$ cat config.mk
export PLATFORM = sky130hd
export DESIGN_NAME = generation_sequencer
export DESIGN_NICKNAME = d
export VERILOG_FILES = /design/src/rtl/generation_sequencer.sv
export SDC_FILE = /design/constraint.sdc
export NUM_CORES = 1
export LEC_CHECK = 0
export BUFFER_PORTS_ARGS = -buffer_cell sky130_fd_sc_hd__buf_2
export CAP_MARGIN = 20
export CORE_MARGIN = 2
export CORE_UTILIZATION = 55
export CTS_CLUSTER_SIZE = 14
export DETAILED_ROUTE_END_ITERATION = 10
export PLACE_DENSITY = 0.78
export SLEW_MARGIN = 5
export SYNTH_ARGS = -nofsm -noshare
export SYNTH_HDL_FRONTEND = slang
export SYNTH_SLANG_ARGS = --single-unit
$ cat constraint.sdc
create_clock -name out_stream_aclk -period 3.1 [get_ports out_stream_aclk]
set_clock_uncertainty 0.1 [all_clocks]
set_input_delay 0.465 -clock out_stream_aclk [delete_from_list [all_inputs] [get_ports out_stream_aclk]]
set_output_delay 0.465 -clock out_stream_aclk [all_outputs]
set_load 0.005 [all_outputs]
$ cat src/rtl/generation_sequencer.sv
// rtl/generation_sequencer.sv - per-generation row sequencer with bank swap, watchdog and mode abort
module generation_sequencer #(
    parameter int ROWS    = 720,
    parameter int ROW_W   = 10,
    parameter int GEN_W   = 16,
    parameter int TIMEOUT = 4096
) (
    input  logic             out_stream_aclk,
    input  logic             rst,
    input  logic             run,
    input  logic             step,
    input  logic             mode,
    input  logic             frame_start,
    input  logic             row_done,
    output logic             calc_flag,
    output logic [ROW_W-1:0] calc_row,
    output logic             bank_sel,
    output logic [GEN_W-1:0] gen_count,
    output logic             gen_done,
    output logic             busy,
    output logic             err
);
    localparam int WD_W = $clog2(TIMEOUT) + 1;
    localparam logic [ROW_W-1:0] LAST_ROW = ROW_W'(ROWS - 1);
    localparam logic [WD_W-1:0]  WD_LIMIT = WD_W'(TIMEOUT - 1);

    typedef enum logic [2:0] {
        IDLE,
        WAIT_FRAME,
        ISSUE,
        WAIT_ROW,
        SWAP
    } state_t;

    state_t           state_q;
    logic             mode_q;
    logic [WD_W-1:0]  wdog_q;
    logic             calc_flag_q;
    logic [ROW_W-1:0] calc_row_q;
    logic             bank_sel_q;
    logic [GEN_W-1:0] gen_count_q;
    logic             gen_done_q;
    logic             busy_q;
    logic             err_q;

    // Outputs are registered and set on the transition into the state they belong to.
    always_ff @(posedge out_stream_aclk or posedge rst) begin
        if (rst) begin
            state_q     <= IDLE;
            mode_q      <= 1'b0;
            wdog_q      <= '0;
            calc_flag_q <= 1'b0;
            calc_row_q  <= '0;
            bank_sel_q  <= 1'b0;
            gen_count_q <= '0;
            gen_done_q  <= 1'b0;
            busy_q      <= 1'b0;
            err_q       <= 1'b0;
        end else begin
            mode_q      <= mode;
            calc_flag_q <= 1'b0;
            gen_done_q  <= 1'b0;
            if (mode != mode_q) begin
                state_q    <= IDLE;
                calc_row_q <= '0;
                busy_q     <= 1'b0;
            end else begin
                case (state_q)
                    IDLE: begin
                        if (!err_q && (run || step)) begin
                            state_q <= WAIT_FRAME;
                            busy_q  <= 1'b1;
                        end
                    end
                    WAIT_FRAME: begin
                        if (frame_start) begin
                            state_q     <= ISSUE;
                            calc_row_q  <= '0;
                            calc_flag_q <= 1'b1;
                        end
                    end
                    ISSUE: begin
                        state_q <= WAIT_ROW;
                        wdog_q  <= '0;
                    end
                    WAIT_ROW: begin
                        if (row_done) begin
                            if (calc_row_q == LAST_ROW) begin
                                state_q    <= SWAP;
                                gen_done_q <= 1'b1;
                            end else begin
                                state_q     <= ISSUE;
                                calc_row_q  <= calc_row_q + 1'b1;
                                calc_flag_q <= 1'b1;
                            end
                        end else if (wdog_q == WD_LIMIT) begin
                            state_q    <= IDLE;
                            err_q      <= 1'b1;
                            calc_row_q <= '0;
                            busy_q     <= 1'b0;
                        end else begin
                            wdog_q <= wdog_q + 1'b1;
                        end
                    end
                    SWAP: begin
                        state_q     <= IDLE;
                        bank_sel_q  <= ~bank_sel_q;
                        gen_count_q <= gen_count_q + 1'b1;
                        calc_row_q  <= '0;
                        busy_q      <= 1'b0;
                    end
                    default: begin
                        state_q    <= IDLE;
                        calc_row_q <= '0;
                        busy_q     <= 1'b0;
                    end
                endcase
            end
        end
    end

    assign calc_flag = calc_flag_q;
    assign calc_row  = calc_row_q;
    assign bank_sel  = bank_sel_q;
    assign gen_count = gen_count_q;
    assign gen_done  = gen_done_q;
    assign busy      = busy_q;
    assign err       = err_q;
endmodule

Yosys cells after proc, flatten, opt, wreduce, memory -nomap -nowiden
Cells that the tools add are included. W data, S select, Z words.

Add/sub/neg operators: 3. Eq/ne operators: 17. Multiplexer cells: 30. Bitwise logic cells: 3. Reduce and logical (&&, ||, !) cells: 13.

Operators with widths (count): $mux W10 (5); $pmux W10 S3 (1); $mux W13 (2); $pmux W13 S2 (1); $mux W3 (6); $add A16 B1 Y16 const B (1); $reduce_and A4 Y1 (4); $add A13 B1 Y13 const B (1); $eq A13 B12 Y1 const B (1); $mux W1 (12); $ne A3 B3 Y1 const B (4); $pmux W3 S4 (1); $add A10 B1 Y10 const B (1); $eq A10 B10 Y1 const B (1); $ne A4 B4 Y1 const B (2); $eq A3 B2 Y1 const B (2); $ne A2 B1 Y1 const B (2); $ne A2 B2 Y1 const B (2); $reduce_or A2 Y1 (2); $eq A3 B1 Y1 const B (1); $eq A3 B3 Y1 const B (1); $logic_not A3 Y1 (1); $not A1 Y1 (3); $pmux W1 S3 (1); 8 further kinds (8).

Register bits after elaboration: 48. Logic and storage cells: 76.

Depth between registers and ports, before layout
Depth after elaboration: 5. Gate-level depth with buffers: 8. Depth with buffers taken out: 6.

Least setup slack after synthesis
OpenSTA, ideal clock, no wires.

Path type: reg-to-reg. Start: register wdog_q[0]. End: register calc_row_q[3], in the netlist calc_row[3]. Setup time: 0.133 ns. Arrival time: 1.919 ns. Required time: 2.867 ns. Setup slack: 0.948 ns. Cell stages (with the launch flop): 8. Buffers on the path: 1. Period minus slack after synthesis: 2.152 ns. Path through: dfrtp_1 ha_1 nand3_4 or4_1 buf_2 a31o_4 o31ai_1 o41ai_1.

Word-level cells in the longest chain between the ends: 3.

Ends and longest elaborated chain: start: declaration (line 37) `logic [WD_W-1:0] wdog_q;`; start signal: assignment (line 102) `wdog_q <= wdog_q + 1'b1;`; $eq A13 B12 Y1 (line 96) `end else if (wdog_q == WD_LIMIT) begin`; $ne A4 B4 Y1 (no line); $reduce_and A4 Y1 (no line); end signal: assignment (line 93) `calc_row_q <= calc_row_q + 1'b1;`; end: declaration (line 39) `logic [ROW_W-1:0] calc_row_q;`.

No other way between the ends. A chain may end at the register's enable or synchronous reset.

Final worst setup path
Start: register wdog_q[0]. End: register calc_row_q[2], in the netlist calc_row[2].

Same word-level chain as after synthesis.

==> results.json <==
{
  "status": "finished clean",
  "cp_cell_sequence": "ha_1 -> nand3_4 -> or4_1 -> a31o_4 -> o31ai_1 -> o21ai_1",
  "rrSetupSlack_ns": 0.76,
  "insertion_delay_ns": 0.30,
  "slew_headroom_pct": 50.1,
  "path_class": "reg -> reg",
  "track_usage_pct": 20.8,
  "rsz0062_at_grt": "false",
  "wl_um": 4690,
  "netlist_area_mm2": 0.00239,
  "clock-sinks": 48,
  "drtIter0Drc": 74,
  "finalSetupViolations": 0,
  "ys_ff_latch": 48,
  "final_nets": 296,
  "num_rows": 23,
  "syn-num-nets": 257,
  "num_antenna_cells": 0,
  "cp.arrival_ns": 2.42,
  "yosys.cell_count.top_type": "dfrtp_1",
  "critPathSlowestCell": "or4_1",
  "core-area_mm2": 0.00409,
  "synth_top_area_cell": "dfrtp_1",
  "die_area_mm2": 0.00489,
  "cts_max_path_buffers": 2,
  "leakage_nw": 1.33,
  "wl_per_cell_um": 13.9,
  "drc_errors": 0,
  "cts_buffers": 5,
  "synth_common_cells": "dfrtp_1, nand2_1, nor2_1",
  "postSynthCellCount": 247,
  "cts_tree": "yes",
  "max_freq_mhz": 428,
  "yosysWarningCount": 0,
  "first_pass_iters": 4,
  "finalPower_mw": 1.25,
  "worst_pin_slew_ns": 0.743,
  "fin_util_pct": 67.4,
  "fin_setup_tns_ns": 0,
  "yosysSeqAreaShare_pct": 50.3,
  "pwr_density_cell_mw_per_mm2": 454,
  "ys_top_cells_by_area": "dfrtp_1, xnor2_1, nand3_1",
  "grt_pass1_vias": 1768,
  "avgSynthCellArea_um2": 9.68,
  "area_growth_pct": 15.2,
  "synth-edff-count": 0,
  "ios": 38,
  "ant_nets": 0,
  "fillers": 324,
  "max_stage_delay_ns": 0.67,
  "grt_pass1_wl_um": 8140,
  "ys_types": 39,
  "cp-start-kind": "flop",
  "fp.dieH_um": 69.9,
  "cp-end-kind": "flop",
  "worstPathRequired_ns": 3.18,
  "path_clk_slew_ns": 0.09,
  "vias": 1891,
  "synth_top_area_share_pct": 50.3,
  "viasPerCell": 5.61,
  "fp.dieW_um": 69.9,
  "grt-ovfl-total": 0,
  "grt_max_degree": 49,
  "ys_async_sr_fraction_pct": 100,
  "drv_slew": 0,
  "period_share_pct": 75.4,
  "synthFlopType": "dfrtp_1",
  "post_cts.repair.setup_buffers": 0,
  "dp_hpwl_um": 3260,
  "cts.htree.levels": 2,
  "finalCriticalPeriod_ns": 2.34,
  "antenna_found_initial": 0,
  "hold_viol": 0,
  "gp_congestion": 0.794,
  "peakVddDrop_uv": 359,
  "port_buffers": 37,
  "drive_above_1_share_pct": 19.5,
  "crit_fanout": 9,
  "maxCapViolCount": 0,
  "hp-class": "in -> reg",
  "cts.root.buffer_cell": "clkbuf_8",
  "start_util_pct": 58.5
}
critical path, delay by kind of cell (launching register included):
kind	cells	cell delay, ns
simple gates	2	0.78
compound gates	3	0.70
flops	1	0.40
fa+ha+maj	1	0.23
layer usage:
layer	share of wire (%)	up-vias	GRT usage, %
met3	5.6	6	4.76
met2	45	53	31.2
li1	-	947	-
met5	0	-	0
met4	1.4	0	8.97
met1	48	885	29.1
flip-flops by register name, summed over array words and instances, names as in the netlist:
signal	flops
gen_done	1
wdog_q	13
gen_count	16
state_q	3
busy	1
calc_flag	1
bank_sel	1
err	1
mode_q	1
calc_row	10
path summary, 6_finish.rpt:
kind                                 end  cells after the start     startpoint
setup / recovery             calc_row[2]                      6      wdog_q[0]
hold / removal                    mode_q                      1           mode
setup reg to reg             calc_row[2]                      6      wdog_q[0]
hold reg to reg            gen_count[15]                      1  gen_count[15]
max in group asynchronous    calc_row[2]                      4            rst
min in group asynchronous   gen_count[4]                      3            rst
repair_timing:
| item | in CTS | in global routing |
|---|---|---|
| hold buffers | 0 | 1 |
| hold endpoints to repair | 0 | 6 |
| gates resized for setup | 0 | 0 |
final cells by class:
| type | instances | area [um2] | share of cell area (%) |
|---|---|---|---|
| repair buffers | 41 | 230 | 8.36 |
| clock inverters | 3 | 42.5 | 1.54 |
| well taps | 50 | 62.6 | 2.27 |
| inverters | 3 | 11.3 | 0.409 |
| multi-input cells | 187 | 1140 | 41.3 |
| flip-flops and latches | 48 | 1200 | 43.6 |
| clock buffers | 5 | 68.8 | 2.50 |
metrics by stage:
| step | hold WS, ns | area (um2) | setup slack (ns) | cells |
|---|---|---|---|---|
| after floorplan | 0.368 | 2390 | 0.948 | 247 |
| after global placement | 0.356 | 2610 | 0.858 | 327 |
| after detailed placement | 0.363 | 2610 | 0.808 | 327 |
| after CTS | 0.225 | 2720 | 0.797 | 335 |
| after global routing | 0.208 | 2750 | 0.678 | 337 |
| final | 0.223 | 2750 | 0.764 | 337 |
power breakdown:
part | switching, mW | total, mW | internal (mW)
Clock | 0.209 | 0.448 | 0.239
Combinational | 0.0743 | 0.126 | 0.0513
Sequential | 0.0317 | 0.677 | 0.645
cell families after synthesis:
group | Yosys count | share of synthesized area (%)
xor gates and xnor gates | 30 | 11.0
and+or+nand+nor | 118 | 25.5
buffers and inverters | 12 | 2.15
adders and majority gates | 3 | 1.57
AOI/OAI and AO/OA | 36 | 9.53
DFF | 48 | 50.3
cells in the final DEF (no fill, tap or decap), types with 5 or more instances in the layout:
master and count:
o21ai_0 15, nor2_1 27, nor4_1 7, xor2_1 9, buf_2 37, nand4_1 6, clkbuf_8 5, xnor2_1 21
and3_1 7, dfrtp_1 48, nand3_1 21, nor3_1 5, nand2_1 27
(Power assumes the default switching activity.)
